[src/rtl/c66x_power_supervisor.sv]
// rtl/c66x_power_supervisor.sv - C66x sequencer enable supervisor: boot hold-off, retry backoff, lockout
// Optional feature macro: C66X_SUPERVISOR_AUTORETRY_EN (undefined: first failure locks out directly)
module c66x_power_supervisor #(
  parameter int TICK_DIV            = 500,
  parameter int STARTUP_TICKS       = 100,
  parameter int START_TIMEOUT_TICKS = 1000,
  parameter int RETRY_TICKS         = 250,
  parameter int STABLE_TICKS        = 1000,
  parameter int MAX_RETRIES         = 3
) (
  input  logic       sysclk,
  input  logic       reset,
  input  logic       power_req,
  input  logic       clear_fault,
  input  logic       seq_off,
  input  logic       seq_on,
  output logic       seq_enable,
  output logic       tick,
  output logic       fault,
  output logic [1:0] retry_count,
  output logic [2:0] sup_state
);

  localparam int              PW         = (TICK_DIV > 1) ? $clog2(TICK_DIV) : 1;
  localparam logic [PW-1:0]   TICK_LAST  = PW'(TICK_DIV - 1);
  localparam logic [15:0]     STARTUP_T  = 16'(STARTUP_TICKS);
  localparam logic [15:0]     START_TO_T = 16'(START_TIMEOUT_TICKS);
  localparam logic [15:0]     STABLE_T   = 16'(STABLE_TICKS);

  typedef enum logic [2:0] {
    BOOT_WAIT = 3'd0,
    IDLE      = 3'd1,
    STARTING  = 3'd2,
    RUNNING   = 3'd3,
    BACKOFF   = 3'd4,
    STOPPING  = 3'd5,
    LOCKOUT   = 3'd6
  } state_t;

  state_t        state_q, state_d;
  logic [PW-1:0] presc_q, presc_d;
  logic [15:0]   timer_q, timer_d;
  logic          left_off_q, left_off_d;
  logic [1:0]    retry_q, retry_d;
  logic          fail;

`ifdef C66X_SUPERVISOR_AUTORETRY_EN
  localparam logic [15:0] RETRY_T = 16'(RETRY_TICKS);
  localparam logic [1:0]  MAX_R   = 2'(MAX_RETRIES);
  logic [1:0]  retry_inc;
  logic [18:0] backoff_lim;
  assign retry_inc   = (retry_q == 2'd3) ? 2'd3 : retry_q + 2'd1;
  assign backoff_lim = {3'b000, RETRY_T} << (retry_q - 2'd1);
`endif

  assign tick = (presc_q == TICK_LAST);

  always_comb begin
    state_d = state_q;
    retry_d = retry_q;
    fail    = 1'b0;
    case (state_q)
      BOOT_WAIT: if (timer_q == STARTUP_T) state_d = IDLE;
      IDLE:      if (power_req && seq_off) state_d = STARTING;
      STARTING: begin
        if (seq_on)                                              state_d = RUNNING;
        else if (!power_req)                                     state_d = STOPPING;
        else if ((timer_q == START_TO_T) || (seq_off && left_off_q)) fail = 1'b1;
      end
      RUNNING: begin
        if (!seq_on)                   fail    = 1'b1;
        else if (!power_req)           state_d = STOPPING;
        else if (timer_q == STABLE_T)  retry_d = 2'd0;
      end
`ifdef C66X_SUPERVISOR_AUTORETRY_EN
      BACKOFF: begin
        if (({3'b000, timer_q} >= backoff_lim) && seq_off)
          state_d = power_req ? STARTING : IDLE;
      end
`endif
      STOPPING:  if (seq_off) state_d = IDLE;
      LOCKOUT: begin
        if (clear_fault && seq_off) begin
          state_d = IDLE;
          retry_d = 2'd0;
        end
      end
      default:   state_d = IDLE;
    endcase

    if (fail) begin
`ifdef C66X_SUPERVISOR_AUTORETRY_EN
      retry_d = retry_inc;
      state_d = (retry_inc >= MAX_R) ? LOCKOUT : BACKOFF;
`else
      retry_d = 2'd1;
      state_d = LOCKOUT;
`endif
    end
  end

  // Prescaler free-runs; the timer restarts on every state change and saturates.
  always_comb begin
    presc_d = tick ? '0 : presc_q + PW'(1);
    if (state_d != state_q)
      timer_d = 16'd0;
    else if (tick && (timer_q != 16'hFFFF))
      timer_d = timer_q + 16'd1;
    else
      timer_d = timer_q;
    if (state_d != state_q)
      left_off_d = 1'b0;
    else if ((state_q == STARTING) && !seq_off)
      left_off_d = 1'b1;
    else
      left_off_d = left_off_q;
  end

  always_ff @(posedge sysclk or posedge reset) begin
    if (reset) begin
      state_q    <= BOOT_WAIT;
      presc_q    <= '0;
      timer_q    <= 16'd0;
      left_off_q <= 1'b0;
      retry_q    <= 2'd0;
    end else begin
      state_q    <= state_d;
      presc_q    <= presc_d;
      timer_q    <= timer_d;
      left_off_q <= left_off_d;
      retry_q    <= retry_d;
    end
  end

  assign seq_enable  = (state_q == STARTING) || (state_q == RUNNING);
  assign fault       = (state_q == LOCKOUT);
  assign retry_count = retry_q;
  assign sup_state   = state_q;

endmodule
[config.mk]
export PLATFORM = sky130hd
export DESIGN_NAME = c66x_power_supervisor
export DESIGN_NICKNAME = d
export VERILOG_FILES = /design/src/rtl/c66x_power_supervisor.sv
export SDC_FILE = /design/constraint.sdc
export NUM_CORES = 1
export LEC_CHECK = 0
export CAP_MARGIN = 20
export CELL_PAD_IN_SITES_DETAIL_PLACEMENT = 1
export CELL_PAD_IN_SITES_GLOBAL_PLACEMENT = 2
export CORE_ASPECT_RATIO = 0.9
export CORE_UTILIZATION = 37
export CTS_CLUSTER_SIZE = 12
export DETAILED_ROUTE_END_ITERATION = 16
export PLACE_DENSITY_LB_ADDON = 0.1
export RECOVER_POWER = 50
export SETUP_SLACK_MARGIN = 0.5
export SYNTH_ARGS = -nofsm -noshare
export SYNTH_HDL_FRONTEND = slang
export SYNTH_SLANG_ARGS = --single-unit
[constraint.sdc]
create_clock -name sysclk -period 2.7 [get_ports sysclk]
set_clock_uncertainty 0.1 [all_clocks]
set_input_delay 0.27 -clock sysclk [delete_from_list [all_inputs] [get_ports sysclk]]
set_output_delay 0.27 -clock sysclk [all_outputs]
set_load 0.01 [all_outputs]
==> flow_summary.yaml <==
global_route:
  grt_pass1_wl_um: 8910
  gr-total-overflow: 0
  grt_pass1_vias: 1767
  grt_use_total_pct: 21.0
  grt_max_degree: 31
  antenna_found_initial: 0
synthesis:
  synth_seq_area_share_pct: 38.5
  syn_avg_cell_area_um2: 9.69
  ys_warn_count: 0
  syn-num-nets: 210
  synth_cell_type_count: 50
  syn_inst: 201
  syn_area_um2: 1950
  synth_seq_cells: 30
pwr:
  powerDensity_nw_per_um2: 717
  p_leak_nw: 0.939
  vdd_drop_max_mv: 0.501
place:
  dp_hpwl_um: 3570
  gp_congestion: 0.809
  place_area_um2: 2130
  numPortBuffers: 12
floorplan:
  fp.coreArea_um2: 4950
  die_width_um: 78.5
  ioPinCount: 14
  std_cell_rows: 24
  die_area_um2: 5560
  start_util_pct: 39.3
  die_h_um: 70.8
finish:
  num-fill-cells: 559
  nNetsFinal: 238
  diodes: 0
  fin_area_um2: 2420
  area_growth_pct: 24.2
  postLayoutCoreUtil_pct: 48.8
  drive_gt1_share_pct: 25.2
clock_tree:
  clock_latency_ns: 0.29
  h-tree-depth: 2
  clock_sinks: 30
  cts_tree: "built"
  clock_path_buffers: 2
  root_buffer: "clkbuf_8"
  clk_pin_slew_worst_paths_ns: 0.07
  cts_hold_buffers: 0
  numCtsBuffers: 5
timing:
  hold_violations: 0
  fmax_mhz: 465
  fin_crit_sh_pct: 79.7
  post-route-min-period_ns: 2.15
  slew_violations: 0
  finalSetupTns_ns: 0
  setup_viol: 0
  grt_setup_unrepaired: "no"
drt:
  wl_per_cell_um: 18.2
  dr.pass1.iters: 4
  drt.antenna.violating_nets: 0
  vias: 1693
  drtIter0Drc: 62
  vias_per_cell: 5.74
  drt_wl_total_um: 5360
  drc_errors: 0
critical_path:
  crit_type: "flop to flop"
  cp-start-kind: "flop"
  worst_setup_path_end_kind: "flop"
  cp.required_ns: 2.80
  critical_path_arrival_ns: 2.26
  path_max_fanout: 8
worst_hold_path:
  hold_class: "input port to flop"
job:
  maxCapViolations: 0
status:
  status: "completed"
[kinds of logic (layout without fill, tap and decap cells)]
family                   Yosys count  count (layout)  synth area share [%]
adder cells (fa/ha/maj)            3               3                  1.93
AND/OR/NAND/NOR                  104             104                  35.2
XOR/XNOR                          17              17                  7.64
multiplexers                       3               5                  1.80
other                              1               1                 0.192
buffers and inverters             15              42                  4.30
flip-flops                        30              30                  38.5
AO/OA/AOI/OAI                     28              28                  10.4
[Yosys cell counts (all sizes together)]
| cell | n | area share [%] |
|---|---|---|
| a41oi | 2 | 0.90 |
| nand2 | 14 | 2.7 |
| nor2b | 5 | 1.6 |
| o31ai | 2 | 0.77 |
| nor4b | 4 | 2.4 |
| nand3 | 9 | 2.3 |
| nor3 | 19 | 6.9 |
| nand4bb | 1 | 1.4 |
| a22oi | 1 | 0.39 |
| and4 | 2 | 0.96 |
| inv | 6 | 1.2 |
| nand4 | 9 | 3.2 |
| o311ai | 2 | 0.90 |
| o21ai | 10 | 2.6 |
| dfrtp | 30 | 39 |
| nand3b | 1 | 0.39 |
| mux2 | 1 | 0.77 |
| nand2b | 5 | 1.6 |
| a21o | 1 | 0.39 |
| a21oi | 3 | 0.77 |
| or2 | 1 | 0.32 |
| a2111oi | 1 | 0.77 |
| or3 | 1 | 0.32 |
| and2 | 1 | 0.39 |
| nor3b | 4 | 1.5 |
| and4bb | 1 | 0.64 |
| xnor2 | 9 | 4.0 |
| nand4b | 2 | 0.90 |
| and3 | 4 | 1.3 |
| or4 | 1 | 0.58 |
| a211oi | 2 | 1.3 |
| mux2i | 2 | 1.0 |
| xor2 | 8 | 3.6 |
| a21boi | 2 | 0.77 |
| ha | 3 | 1.9 |
| o221ai | 1 | 0.45 |
| nor2 | 13 | 2.5 |
| conb | 1 | 0.19 |
| buf | 8 | 3.0 |
| o31a | 1 | 0.45 |
| and3b | 1 | 0.45 |
| nor4 | 6 | 2.7 |
| clkinv | 1 | 0.19 |
[power by group]
part | internal, mW | switching (mW)
registers | 0.483 | 0.0874
clock network | 0.257 | 0.176
logic | 0.300 | 0.431
total | 1.04 | 0.694
[metrics by stage]
stage / setup WS [ns] / std cells / power, mW / hold slack, ns
6_report: 0.549 / 295 / 1.73 / 0.336
5_1_grt: 0.468 / 295 / 1.83 / 0.382
4_1_cts: 0.498 / 289 / 1.71 / 0.287
3_5_place_dp: 0.160 / 275 / 1.13 / 0.389
3_3_place_gp: 0.292 / 275 / 1.11 / 0.377
2_1_floorplan: 0.728 / 201 / 0.957 / 0.261
[area by class of cell]
type / count / area [µm²] / area share, %
Multi-Input combinational cell: 158 / 1210 / 50.2
Clock buffer: 8 / 110 / 4.55
Timing Repair Buffer: 27 / 233 / 9.62
Sequential cell: 30 / 756 / 31.2
Tap cell: 65 / 81.3 / 3.36
Inverter: 7 / 26.3 / 1.09
[what timing repair did]
item,in CTS,in global routing
hold endpoints to repair,0,0
cloned,2,0
endpoints found under the setup margin,5,18
pin swaps,3,8
setup buffers,4,6
gates resized for setup,15,11
[metal layers]
metal	GRT usage [%]	wire length, µm	share of wire (%)
met5	0	0	0
met4	6.79	91	1.7
met3	4.26	173	3.2
met2	33.7	2640	49
met1	28.5	2460	46
[worst max-delay path, cell delays in order (launching register included)]
cell	delay, ns
dfrtp_1	0.36
inv_2	0.05
ha_2	0.17
nor3b_4	0.15
and3_4	0.19
a211oi_4	0.31
buf_4	0.18
mux2_4	0.38
nor3_2	0.18
[sequential cells by signal (all words and copies together), names as in the netlist]
name         cells
left_off_q       1
retry_count      1
presc_q          9
sup_state        3
timer_q         16
[cells in the final DEF, fill, tap and decap left out, types with 2 or more instances in the layout]
cell / Yosys / final
nor3b_1: 4 / 3
nand2b_1: 5 / 5
nand4_1: 8 / 8
dlymetal6s2s_1: 0 / 2
o31ai_1: 2 / 2
nor3_2: 8 / 9
buf_4: 2 / 14
and3_1: 4 / 3
clkbuf_8: 0 / 8
nor3_1: 11 / 10
clkdlybuf4s50_1: 0 / 8
nor4_2: 0 / 2
a21boi_0: 2 / 2
xnor2_1: 9 / 9
mux2_4: 1 / 2
nor4b_1: 2 / 2
nand4b_1: 2 / 2
o21ai_0: 10 / 10
nand3_1: 9 / 9
ha_1: 3 / 2
nor4b_2: 2 / 2
nor2b_1: 5 / 5
nand2_1: 14 / 13
dfrtp_1: 30 / 26
inv_1: 6 / 5
nor2_1: 13 / 13
dfrtp_2: 0 / 4
nor4_1: 5 / 3
a21oi_1: 3 / 2
xor2_1: 8 / 8
mux2i_1: 2 / 2
a41oi_1: 2 / 2
[worst paths after layout]
kind | from | to | slack, ns | cells after the start
min in group asynchronous | reset | retry_count[0]$_DFFE_PP0P_ | 0.41 | 3
max in group asynchronous | reset | presc_q[2]$_DFF_PP0_ | 1.78 | 3
hold reg to reg | presc_q[7]$_DFF_PP0_ | presc_q[7]$_DFF_PP0_ | 0.47 | 1
setup reg to reg | timer_q[0]$_DFFE_PP0P_ | timer_q[8]$_DFFE_PP0P_ | 0.55 | 8
setup / recovery | timer_q[0]$_DFFE_PP0P_ | timer_q[8]$_DFFE_PP0P_ | 0.55 | 8
hold / removal | power_req | sup_state[2]$_DFF_PP0_ | 0.34 | 2
No activity file was read; power rests on OpenSTA's default activity.
==> variant 1 (same settings) <==
Put a register stage on the outputs `seq_enable` and `fault`. The values now appear one clock later. The other outputs are not delayed to match.
--- a/src/rtl/c66x_power_supervisor.sv
+++ b/src/rtl/c66x_power_supervisor.sv
@@ -134,4 +134,6 @@
 
-  assign seq_enable  = (state_q == STARTING) || (state_q == RUNNING);
-  assign fault       = (state_q == LOCKOUT);
+  always_ff @(posedge sysclk) begin
+    seq_enable <= (state_q == STARTING) || (state_q == RUNNING);
+    fault      <= (state_q == LOCKOUT);
+  end
   assign retry_count = retry_q;
Behaviour: same outputs for any inputs over 10 cycles, from zero or initial values and one cycle with reset high; that may be too few to reach the edited logic, so the function may still have changed.
==> variant 1 against the unedited design <==
- the run now ends with capacitance limit, slew limit left
- sequential share of layout area is 1.5 points higher
- worst setup slack lost 0.11 ns
- wire length shrank 9.1%
- total power is 4.2% lower
- synthesized cell count down 4.0%
- via count decreased by 5.2%
- sequential cell count up 2
- count of clock-buffer cells in the layout fell by 2
- cell area shrank 0.15%
- core utilization is 0.52 points higher
- non-clock buffer count grew 8
- synthesized area is 2.3% lower
- critical path type unchanged
- critical endpoint is now sup_state[0]
- largest power group unchanged
- highest routed layer unchanged
==> variant 1: results (changes against the unedited design) <==
[status]
failed_checks = capacitance limit, slew limit
outcome = complete, but fails checks

[timing]
whs_ns = 0.388  ; +0.0524 ns
final-max-slew-violation-count = 31  ; +31
min_period_ns = 2.26  ; +0.110 ns

[min_path]
hold_path_end = left_off_q
min_path_cells = 2  ; unchanged
hp-start = left_off_q
hp-class = register to register

[setup_path]
critPathArrivalTime_ns = 2.33  ; +0.07 ns
crit_fanout = 3  ; -5
r2r-start = timer_q[1]
reg2reg_to = sup_state[0]
ff2ff_setup_slack_ns = 0.44  ; -0.11 ns

[placed_design]
placed_area_sq_um = 2110  ; -0.94%
dpl.cell_count = 268  ; -2.5%
numPortBuffers = 12  ; unchanged
dpl.hpwl_mm = 3.11  ; -13%
dp_worst_setup_slack_ns = 0.171  ; +0.0113 ns
place.gp.congestion = 0.777  ; -3.9%

[global_routing]
grt_util_met3_pct = 4.05  ; -0.21 points
grt_pass1_wl_mm = 8.51  ; -4.5%
use_met2_pct = 34.9  ; +1.2 points
met1_usage_pct = 24.9  ; -3.7 points
grt_antenna_before_repair = 0  ; unchanged
grt_usage_pct = 20.1  ; -0.90 points
grt_pass1_vias = 1734  ; -1.9%

[synth]
synth_top_flop_cell = dfrtp_1
seq_area_frac_synth_pct = 41.6  ; +3.0 points
synth_cells = 193  ; -4.0%
synth_compound_area_share_pct = 18.6  ; +8.2 points
netlist_top_cells_count = dfrtp_1, nor2_1, a21oi_1, o21ai_0, xor2_1
syn_nets = 202  ; -3.8%
synthMuxAreaShare_pct = 1.12  ; -0.68 points
synthAdderAreaFrac_pct = 1.97  ; +0.046 points
yosysWarnings = 0  ; unchanged
ys_top_cells_by_area = dfrtp_1, xor2_1, nor2_1
async_flop_share_pct = 93.8  ; -6.3 points
synthXorXnorAreaFrac_pct = 7.36  ; -0.28 points
ys_types = 56  ; +12%

[clock_tree]
cts_buffers = 5  ; unchanged
cts-root-buf = clkbuf_8
clkSlewWorstSetupHoldPaths_ns = 0.07  ; about the same
cts_max_level = 2  ; unchanged

[pwr]
p_switching_mw = 0.569  ; -18%
power.leakage_nw = 0.943  ; +0.41%
vdd_drop_max_uv = 431  ; -14%
combinationalPowerShare_pct = 37.8  ; -4.3 points
power_clock_mw = 0.468  ; +8.1%
p_clk_share_pct = 28.2  ; +3.2 points

[drt]
routed_wl_mm = 4.87  ; -9.1%
drtIter0Drc = 71  ; +15%
viasPerCell = 5.48  ; -4.6%
post_drt_wl_per_cell_microns = 16.6  ; -8.5%

[finish]
antenna_cells = 0  ; unchanged
drive_gt1_share_pct = 21.5  ; -3.7 points
largest_reg_flops = 16  ; unchanged
top_register = timer_q
fin_nets = 236  ; -0.84%

[job]
drv_cap = 1  ; +1

[variant 1: cell types whose count changed in the layout (fill, tap and decap cells not counted), moves of 4 or more]
cell	before	now
o211ai_1	0	5
dfrtp_2	4	0
dfrtp_1	26	30
a21oi_1	2	11
buf_4	14	18
nand2_1	13	7
xnor2_1	9	5
nor3_1	10	3
nor3_2	9	0
nand3_1	9	4
nor2_1	13	20
[variant 1: final cells by class]
cell class / count / area [sq um]
inverter: 10 / 37.5
fill: 561 / 2480
clock buffer: 6 / 72.6
multi-input combinational: 143 / 1090
tap: 65 / 81.3
clock inverter: 2 / 35.0
timing repair buffer: 35 / 313
sequential: 32 / 791
[variant 1: layer usage]
layer,up-vias,share of wire (%)
met5,-,0
li1,768,-
met2,24,50
met4,0,1.3
met1,806,46
met3,7,2.7
[variant 1: critical path, cell delays in order, from the launching register on]
cell and delay, ns:
dfrtp_1 0.42, inv_2 0.08, ha_1 0.13, or4b_4 0.50, nor4_4 0.26, buf_4 0.19, o21ai_4 0.06, a2111oi_4 0.34
nor2_1 0.08
[variant 1: repair_timing]
action                     in CTS  in global routing
setup buffers                  14                  3
gates resized for setup        10                  3
pin swaps                       4                  2
setup endpoints to repair      20                 19
[variant 1: worst max path at each step]
stage | cells after the start | end | slack (ns) | startpoint
after CTS | 7 | sup_state[0] | 0.47 | timer_q[0]
after detailed placement | 6 | timer_q[12] | 0.17 | seq_off
final | 8 | sup_state[0] | 0.44 | timer_q[1]
after floorplan | 8 | timer_q[0] | 0.54 | timer_q[0]
after global routing | 7 | timer_q[12] | 0.25 | sup_state[1]
after global placement | 6 | timer_q[13] | 0.31 | seq_off
[variant 1: cell families after synthesis]
family,Yosys count
and+or+nand+nor,75
AOI/OAI and AO/OA,46
DFF,32
buffers and inverters,18
xor gates and xnor gates,16
adders and majority gates,3
muxes,2
other,1
==> variant 2 (same settings) <==
Without the edit above. Build with the macro `C66X_SUPERVISOR_AUTORETRY_EN` defined.
--- a/src/rtl/c66x_power_supervisor.sv
+++ b/src/rtl/c66x_power_supervisor.sv
@@ -2,2 +2,4 @@
 // Optional feature macro: C66X_SUPERVISOR_AUTORETRY_EN (undefined: first failure locks out directly)
+`define C66X_SUPERVISOR_AUTORETRY_EN
+
 module c66x_power_supervisor #(
Behaviour: no difference found for any inputs over 10 cycles, from zero or initial values and one cycle with reset high; that may be too few to reach the edited logic, so the function may still have changed.
==> variant 2 against the unedited design <==
- sequential share of layout area down 3.8 points
- worst setup slack worse by 0.36 ns
- cell area up 18%
- sequential cell count rose by 1
- synthesized area increased by 12%
- wire length increased by 13%
- highest routed layer unchanged
- total power is 18% lower
- clock power increased by 11%
==> variant 2: results (changes against the unedited design) <==
[status]
outcome = finished clean

[pwr]
p_switching_mw = 0.423  ; -39%
power.leakage_nw = 1.22  ; +30%
vdd_drop_max_uv = 418  ; -16%

[global_routing]
grt_start_max_net_pins = 18  ; -42%
grt_pass1_wl_mm = 9.99  ; +12%
globalRouteOverflowTotal = 0  ; unchanged
grt_pass1_vias = 1916  ; +8.4%

[timing]
relSlewSlack_pct = 35.9

[setup_path]
critPathArrivalTime_ns = 2.62  ; +0.36 ns
ff2ff_path_depth = 11  ; +3
crit_fanout = 17  ; +9

[placed_design]
dpl.hpwl_mm = 4.34  ; +22%
place.gp.congestion = 0.741  ; -8.4%
numPortBuffers = 13  ; +1

[drt]
routed_wl_mm = 6.03  ; +13%
wl_met3_microns = 140  ; -19%
viasPerCell = 5.47  ; -4.7%
drtIter0Drc = 127  ; +100%
wl_met2_mm = 2.53  ; -4.1%

[synth]
syn_nets = 267  ; +27%
netlist_top_cells_count = dfrtp_1, nor3_1, nand2_1, ha_1, inv_1
ys_top_cells_by_area = dfrtp_1, ha_1, nor3_1
seq_area_frac_synth_pct = 35.5  ; -3.0 points

[finish]
fin_nets = 300  ; +26%
num-fill-cells = 643  ; +15%

-- variant 2: path summary, 6_finish.rpt --
| path | startpoint | to | slack (ns) |
|---|---|---|---|
| min | reset | presc_q[1] | 0.37 |
| min in group sysclk | presc_q[8] | presc_q[8] | 0.40 |
| max reg2reg | retry_count[0] | timer_q[3] | 0.19 |
| max in group asynchronous | reset | retry_count[0] | 0.81 |
| max | retry_count[0] | timer_q[3] | 0.19 |
| min reg2reg | presc_q[8] | presc_q[8] | 0.40 |
-- variant 2: routing by layer --
metal / track usage (%) / vias up
li1: - / 942
met1: 32.2 / 931
met2: 29.1 / 22
met3: 3.62 / 9
met4: 8.05 / 0
met5: 0 / -
-- variant 2: kinds of logic (layout without fill, tap and decap cells) --
| kind of cell | count (synthesis) | after routing | share of synthesized area [%] |
|---|---|---|---|
| buffers and inverters | 26 | 60 | 5.56 |
| DFF | 31 | 31 | 35.5 |
| and+or+nand+nor | 108 | 108 | 27.9 |
| AOI/OAI and AO/OA | 41 | 41 | 12.8 |
| xor gates and xnor gates | 21 | 21 | 8.42 |
| adders and majority gates | 17 | 17 | 9.74 |
-- variant 2: repair_timing --
item	in CTS	in global routing
pin swaps	5	5
buffers inserted	11	2
cloned	0	0
hold buffers	0	0
endpoints found under the setup margin	23	22
gates resized for setup	21	10
-- variant 2: power groups by stage --
stage | Clock (mW) | Combinational [mW] | Sequential (mW)
after detailed placement | 0 | 0.313 | 0.527
after global routing | 0.516 | 0.475 | 0.518
after floorplan | 0 | 0.205 | 0.529
after CTS | 0.496 | 0.389 | 0.513
after global placement | 0 | 0.308 | 0.526
final | 0.482 | 0.427 | 0.514
-- variant 2: per-stage QoR --
step	cell area, sq um	setup WS (ns)	std cells
after floorplan	2290	0.264	244
after global placement	2550	0.140	327
after detailed placement	2550	0.106	327
after CTS	2830	0.194	346
after global routing	2850	0.0760	348
final	2850	0.190	348
-- variant 2: worst max-delay path, stage by stage (launching register included) --
cell and delay [ns]:
dfrtp_2 0.45, buf_4 0.16, ha_4 0.16, inv_1 0.05
ha_1 0.24, o21a_1 0.18, o21ai_2 0.14, a21oi_1 0.12
nor3_2 0.33, o22ai_2 0.13, buf_12 0.18, nor3_2 0.17
-- variant 2: area by class of cell --
cell class | instances | share of cell area, %
clock buffer | 6 | 2.90
clock inverter | 2 | 1.23
inverter | 17 | 2.42
multi-input combinational | 187 | 51.8
sequential | 31 | 27.4
tap | 70 | 3.07
timing repair buffer | 35 | 11.2
